**src/rtl/mod_74x161_cascade.sv**
```systemverilog
// mod_74x161_cascade
//   A chain of STAGES synchronous 4-bit binary counters, each behaving like a
//   74x161.  The ripple carry of one stage feeds the T enable of the next, so
//   the chain counts as one 4*STAGES-bit binary counter.
//
// Ports
//   CLK      rising-edge clock for load and count
//   CLR_N    asynchronous active-low clear of every stage
//   LOAD_N   synchronous active-low parallel load; it has priority over counting
//   ENP      count enable P, shared by every stage; it never affects a carry
//   ENT      count enable T into stage 1; it also gates every carry
//   D        parallel load data, big-endian: D[4*STAGES-1] is the LSB
//   Q        count value, big-endian: Q[4*STAGES-1] is the LSB
//   RCO_STG  per-stage ripple carry; RCO_STG[STAGES-1] belongs to stage 1
//   RCO      ripple carry out of the most significant stage
//
// STAGES must be in the range 1..8.

module mod_74x161_cascade #(
    parameter int STAGES = 3
) (
    input  logic                  CLK,
    input  logic                  CLR_N,
    input  logic                  LOAD_N,
    input  logic                  ENP,
    input  logic                  ENT,
    input  logic [0:4*STAGES-1]   D,
    output logic [0:4*STAGES-1]   Q,
    output logic [0:STAGES-1]     RCO_STG,
    output logic                  RCO
);

    // g_stage[gi] is stage gi+1; gi = 0 is the least significant nibble.
    // Because the ports are declared big-endian, stage gi+1 occupies the
    // 4-bit slice starting at index 4*(STAGES-1-gi), with its MSB at the
    // lowest index of that slice.
    generate
        for (genvar gi = 0; gi < STAGES; gi++) begin : g_stage
            logic [3:0] nibble_reg;
            logic [3:0] nibble_next;
            logic [3:0] load_val;
            logic       ent_in;
            logic       rco;

            if (gi == 0) begin : g_first
                assign ent_in = ENT;
            end else begin : g_chain
                // T enable of a higher stage is the carry of the stage below,
                // which already folds in ENT and every lower nibble being F.
                assign ent_in = g_stage[gi-1].rco;
            end

            assign load_val = D[4*(STAGES-1-gi) +: 4];
            assign rco      = ent_in & (nibble_reg == 4'hF);

            always_comb begin
                nibble_next = nibble_reg;
                if (!LOAD_N) begin
                    nibble_next = load_val;
                end else if (ENP && ent_in) begin
                    nibble_next = nibble_reg + 4'd1;
                end
            end

            always_ff @(posedge CLK or negedge CLR_N) begin
                if (!CLR_N) begin
                    nibble_reg <= 4'h0;
                end else begin
                    nibble_reg <= nibble_next;
                end
            end

            assign Q[4*(STAGES-1-gi) +: 4] = nibble_reg;
            assign RCO_STG[STAGES-1-gi]    = rco;
        end
    endgenerate

    assign RCO = g_stage[STAGES-1].rco;

endmodule

```
**config.mk**
```make
export PLATFORM = sky130hd
export DESIGN_NAME = mod_74x161_cascade
export DESIGN_NICKNAME = d
export VERILOG_FILES = /design/src/rtl/mod_74x161_cascade.sv
export SDC_FILE = /design/constraint.sdc
export NUM_CORES = 1
export LEC_CHECK = 0
export ABC_AREA = 1
export CAP_MARGIN = 10
export CORE_AREA = 2 2 47 49
export CTS_BUF_LIST = sky130_fd_sc_hd__clkbuf_4 sky130_fd_sc_hd__clkbuf_8
export DETAILED_ROUTE_END_ITERATION = 6
export DIE_AREA = 0 0 49 51
export HOLD_SLACK_MARGIN = 0.03
export PLACE_DENSITY = 0.84
export SYNTH_ARGS = -nofsm -noshare
export SYNTH_HDL_FRONTEND = slang
export SYNTH_SLANG_ARGS = --single-unit
```
**constraint.sdc**
```tcl
create_clock -name CLK -period 3.3 [get_ports CLK]
set_input_delay 0.495 -clock CLK [delete_from_list [all_inputs] [get_ports CLK]]
set_output_delay 0.495 -clock CLK [all_outputs]
set_load 0.03 [all_outputs]
```
* Word level (Yosys, flattened, before mapping)
Index checks and enable logic that the tools add are counted.
** Word-level totals
- Bits in registers :: 12
** Operators by class
- Multiplexer cells :: 6
- $add $sub $neg :: 3
- Equal/unequal tests :: 6
- Reduce and logical (&&, ||, !) cells :: 3
- Bitwise operators :: 3
** Operator list (number)
- 4-bit 2-to-1 mux :: 6
- 4-bit by 1-bit adder with 4-bit output (second input constant) :: 3
- 4-bit == test (second input constant) :: 3
- 2-bit by 1-bit inequality test with 1-bit output (second input constant) :: 3
- 1-bit bitwise AND :: 3
- 1-bit logical AND :: 3

* Longest topological paths before layout
- Depth after elaboration :: 6
- Gate-level depth with buffers :: 7
- Gate-level depth less buffers :: 7

* Worst setup path after synthesis
Ideal clock, no wire load.
- Path type :: flip-flop to output port
- From :: register g_stage[0].nibble_reg[0]
- To :: output RCO_STG[0] in the netlist's numbering
- Cell stages (with the launch flop) :: 7
- Setup slack :: 0.675 ns
- Data required time :: 2.805 ns
- Arrival time :: 2.130 ns
- Path through :: dfrtp_1 > ha_1 > nand2_2 > nor2_8 > nand2_1 > nor3_1 > buf_4
** On the way
- Word-level cells in the longest chain between the ends :: 4
** RTL lines
- start: declaration :: RTL line 39 : logic [3:0] nibble_reg;
- start signal: assignment :: RTL line 69 : nibble_reg <= nibble_next;
- 4-bit == test :: RTL line 54 : assign rco = ent_in & (nibble_reg == 4'hF);
- 1-bit bitwise AND :: RTL line 54
- via g_stage[0].rco :: RTL line 43 : logic rco;
- 1-bit bitwise AND (2 in series) :: RTL line 54
- end: declaration :: RTL line 29 : output logic [0:STAGES-1] RCO_STG,
The timed path passes the listed nets, and every way through them passes these cells.

* Worst setup path after layout
- From :: input ENT
- To :: output RCO_STG[0] in the netlist's numbering
** On the way
- Word-level cells in the longest chain between the ends :: 3
** RTL lines
- start: declaration :: RTL line 26 : input logic ENT,
- 1-bit bitwise AND (3 in series) :: RTL line 54
Every way passes these cells.

==> results.cfg <==
[placement]
gp_congestion = 0.841
port_buffers = 32
place_ws_ns = 0.543
dp_hpwl_microns = 1540
dp.cells = 169

[sta]
drv_slew = 0
setup_tns_ns = 0
fin_crit_ns = 2.76
fin_worst_skew_ns = 0.00270
relSlewSlack_pct = 62.0
post-route-period-util_pct = 83.6
worstMarginPinSlew_ns = 0.568
hold_viol = 0
timing.final.ws_setup_ns = 0.541
fmax_mhz = 362
rsz0062_at_grt = false
setup-violations-final = 0

[global_route]
grt_pass1_vias = 820
grt_max_degree = 14
grt-ovfl-total = 0
grt_pass1_wl_microns = 3440
globalRouteTotalUtil_pct = 17.9
antenna_found_initial = 0

[final_layout]
antenna_cells = 0
seqCellArea_sq_um = 300
n_fill_cell = 190
fin_nets = 166
area_growth_pct = 42.3
finalNonFillerCells = 173
drive_gt1_share_pct = 11.0
multi_input_area_sq_um = 469
largest_register_ffs = 12

[setup_path]
cp_slowest_cell = clkdlybuf4s50_1
crit_family = buffers and inverters
crit_required_ns = 2.80
cp_slowest_stage_delay_ns = 0.73
crit_buf_inv = 2
crit_type = in2out
cp.arrival_ns = 2.26
crit_fanout = 4
cp_cell_sequence = clkdlybuf4s50_1 -> nand2_2 -> nor2_8 -> nand2_1 -> nor3_1 -> clkdlybuf4s50_1
critPathLaunchType = input port
cp-end-kind = primary output
worst_path_most_repeated_cell = clkdlybuf4s50_1

[power_and_ir_drop]
p_leak_nw = 0.593
vdd_drop_max_mv = 0.254
p_per_area_nw_per_um2 = 420

[cts]
clockBufferDepth = 2
cts-root-buf = clkbuf_4
h-tree-depth = 1
clk_pin_slew_ns = 0.08
cts_tree = built
cts_setup_buffers = 0
cts_hold_buf = 0
cts.sinks = 12
cts_resized = 0
numCtsBuffers = 3
clk_latency_ns = 0.27

[logic_synthesis]
synth.avg_cell_area_sq_um = 7.36
synth_ff_type = dfrtp_1
synth.area.mux_share_pct = 0
synth-seq-cells = 12
synthArstFlopShare_pct = 100
synthesis.nets = 134
synth_compound_area_share_pct = 5.66
ys_types = 25
syn-cell-area_sq_um = 840
ys_seq_area_share_pct = 35.8
synth_simple_gate_area_share_pct = 45.8
synth_top_family_by_area = simple AND/OR/NAND/NOR gates
synthXorXnorAreaFrac_pct = 0
synth_fa_ha_area_share_pct = 4.47
synthCells = 114
yosysWarnings = 0
synth_edf_count = 0

[run]
cap_viol_max_count = 0

[outcome]
status = complete, no violations

[floorplan]
die_area_sq_um = 2500
die_w_microns = 49
coreArea_sq_um = 2060
rows = 17
io_pins = 33
start_util_pct = 40.7
die_h_microns = 51

[drt]
avgRoutedWirePerCell_microns = 11.9
vias = 865
detail_route.drc_violations = 0
firstDrtPassIters = 4
vias_per_cell = 5.00
wl_microns = 2060
ant_nets = 0
drtIter0Drc = 14

[min_path]
hold_path_class = in2async
[routing by layer]
layer / GRT usage, % / vias up / share of wire [%]
met5: 0 / - / 0
met4: 9.05 / 0 / 0.92
met3: 4.09 / 4 / 4.3
met2: 29.9 / 22 / 51
met1: 21.8 / 410 / 44
li1: - / 429 / -
[worst paths after layout]
kind / start / endpoint / slack (ns) / cells after the start
setup / recovery: ENT / RCO_STG[0] / 0.54 / 6
setup reg to reg: g_stage[0].nibble_reg[0] / g_stage[2].nibble_reg[2] / 2.01 / 7
hold / removal: CLR_N / g_stage[2].nibble_reg[3] / 0.58 / 1
max in group asynchronous: CLR_N / g_stage[0].nibble_reg[1] / 2.35 / 1
hold reg to reg: g_stage[0].nibble_reg[0] / g_stage[0].nibble_reg[0] / 0.58 / 1
min in group CLK: g_stage[0].nibble_reg[0] / g_stage[0].nibble_reg[0] / 0.58 / 1
[through the flow]
stage / area (sq um) / hold slack, ns / total power (W) / util, %
2_1_floorplan: 840 / 0.199 / 0.000303 / -
3_3_place_gp: 1160 / 0.551 / 0.000379 / 56.2
3_5_place_dp: 1160 / 0.555 / 0.000385 / 56.2
4_1_cts: 1190 / 0.581 / 0.000506 / 57.9
5_1_grt: 1190 / 0.616 / 0.000534 / 57.9
6_report: 1190 / 0.577 / 0.000502 / 57.9
[Yosys cell counts, types with 2 or more instances]
cell type,instances,area share [%]
nand4_1,2,1.5
inv_1,6,2.7
nand2_2,2,1.5
dfrtp_1,12,36
buf_4,3,2.7
nand2_1,45,20
buf_2,2,1.2
nand2_4,3,4.0
ha_1,3,4.5
o21ai_0,2,1.2
or2_2,2,1.5
nor2_1,4,1.8
nand3_1,16,9.5
[cells by family (layout without fill, tap and decap cells)]
kind of cell | count (synthesis) | in the layout
simple gates | 78 | 78
buf+inv | 13 | 44
fa+ha+maj | 3 | 3
compound gates | 8 | 8
flops | 12 | 12
[layout by cell type, fill, tap and decap left out, types with 2 or more instances in the layout]
master	n
dfrtp_1	12
nor2_1	4
ha_1	3
nand4_1	2
clkdlybuf4s50_1	32
inv_1	6
or2_2	2
clkbuf_4	3
nand2_2	2
nand2_1	45
o21ai_0	2
nand2_4	3
nand3_1	16
[area by class of cell]
cell class | instances | share of cell area [%]
clock buffer | 4 | 3.04
sequential | 12 | 25.1
tap | 28 | 2.93
timing repair buffer | 33 | 27.4
inverter | 7 | 2.20
multi-input combinational | 89 | 39.3
[power breakdown]
part           internal (W)  switching (W)
clock network     0.0000671      0.0000534
registers          0.000167      0.0000295
logic             0.0000832       0.000102
total              0.000317       0.000185
(Power assumes the default switching activity.)
==> variant: new RTL, same flow settings <==
Put a register stage on the output `RCO`, without a reset. The value now appears one clock later. The other outputs are not delayed to match.
--- a/src/rtl/mod_74x161_cascade.sv
+++ b/src/rtl/mod_74x161_cascade.sv
@@ -76,5 +76,7 @@
     endgenerate
 
-    assign RCO = g_stage[STAGES-1].rco;
+    always_ff @(posedge CLK) begin
+        RCO <= g_stage[STAGES-1].rco;
+    end
 
 endmodule
Check against the original RTL: not equivalent (a bounded check fails within 4 cycles, from zero or initial values).
==> variant against the original RTL <==
Area after synthesis increased by 1.9%. Power is 0.89% lower. Design area grew 0.73%. Sequential cell count is 1 higher. Largest power group unchanged. Wire length fell by 3.0%. Critical endpoint unchanged. Critical path type is now reg -> out. Non-clock buffer count stayed put. Clock skew is 2.3 ps higher. Worst setup slack gained 150 ps.
==> variant: results (changes against the original RTL) <==
----------------------------------------------------
[STA]
  Worst Max-Slew Pin Slew ... 550 ps (-17.9 ps)
  Worst hold-check slack ... 559 ps (-17.9 ps)
  Final critical delay including setup and external delays ... 2610 ps (-149 ps)
  Worst clock skew on the final layout ... 5.00 ps (+2.30 ps)

[Placement]
  RD Place Congestion ... 0.786 (-6.6%)
  Final HPWL from detailed placement ... 1.53 mm (-0.73%)
  Placed Cells ... 174 (+3.0%)

[Synth]
  Count of distinct cell types in the synthesized netlist ... 23 (-8.0%)
  Ranking of synthesized cells by area ... sky130_fd_sc_hd__dfrtp_1 35%, sky130_fd_sc_hd__nand2_1 23%, sky130_fd_sc_hd__nand3_1 7.0%, sky130_fd_sc_hd__ha_1 4.4%, sky130_fd_sc_hd__inv_1 3.1%
  Most instantiated cells after synthesis ... 52 x sky130_fd_sc_hd__nand2_1, 12 x sky130_fd_sc_hd__dfrtp_1, 12 x sky130_fd_sc_hd__nand3_1
  Async set-or-reset flop fraction in the synthesized netlist ... 92.3% (-7.7 points)
  Share of the yosys chip area belonging to registers ... 37.4% (+1.7 points)

[Critical path]
  Launch point of the worst reg-to-reg path ... g_stage[2].nibble_reg[0]$_DFFE_PN0P_
  Largest stage delay on the critical path ... 690 ps (-40 ps)

[Global routing]
  First-pass GRT wire length ... 3.48 mm (+1.2%)
  Pin count of the biggest net entering global routing ... 17 (+3)
  Vias in the first global route ... 825 (+0.61%)
  Overall Global Routing Usage ... 18.0% (+0.086 points)

[Run status]
  Status ... completed

[Layout]
  Layout area overhead ... 40.6%
  Final Instance Count excl. Fillers ... 178 (+2.9%)
  Fill cell count ... 197 (+3.7%)

[Routing]
  Vias per cell ... 4.80 (-3.9%)
  Per-cell routed wire length ... 11.2 µm (-5.7%)
  Number of DRC markers after the initial detailed-route iteration ... 21 (+7)

[Power and ir drop]
  Fraction of power spent switching nets ... 36.1% (-0.63 points)
  Peak ir drop on the vdd network ... 268 µV (+5.2%)

----------------------------------------------------
-- variant: routing by layer --
layer | wire length, µm | GRT usage [%] | part of all wire, %
met5 | 0 | 0 | 0
met4 | 30 | 8.57 | 1.5
met3 | 99 | 3.51 | 5.0
met2 | 974 | 32.4 | 49
met1 | 892 | 20.6 | 45
-- variant: power by group through the flow --
stage | logic, µW | registers (µW) | clock network [µW]
2_1_floorplan | 68.5 | 246 | 0
3_3_place_gp | 180 | 208 | 0
3_5_place_dp | 185 | 210 | 0
4_1_cts | 186 | 206 | 111
5_1_grt | 201 | 211 | 118
6_report | 184 | 207 | 106
-- variant: area by class of cell --
class                      count  share of cell area, %
clock buffer                   4                   2.49
inverter                       9                   2.81
multi-input combinational     91                   37.9
timing repair buffer          33                   27.2
sequential                    13                   26.6
tap                           28                   2.91
-- variant: worst max-delay path: cells and delay by family, from the launching register on --
kind	cells	cell delay (ps)
flops	1	400
buf+inv	1	690
simple gates	4	520
fa+ha+maj	1	220
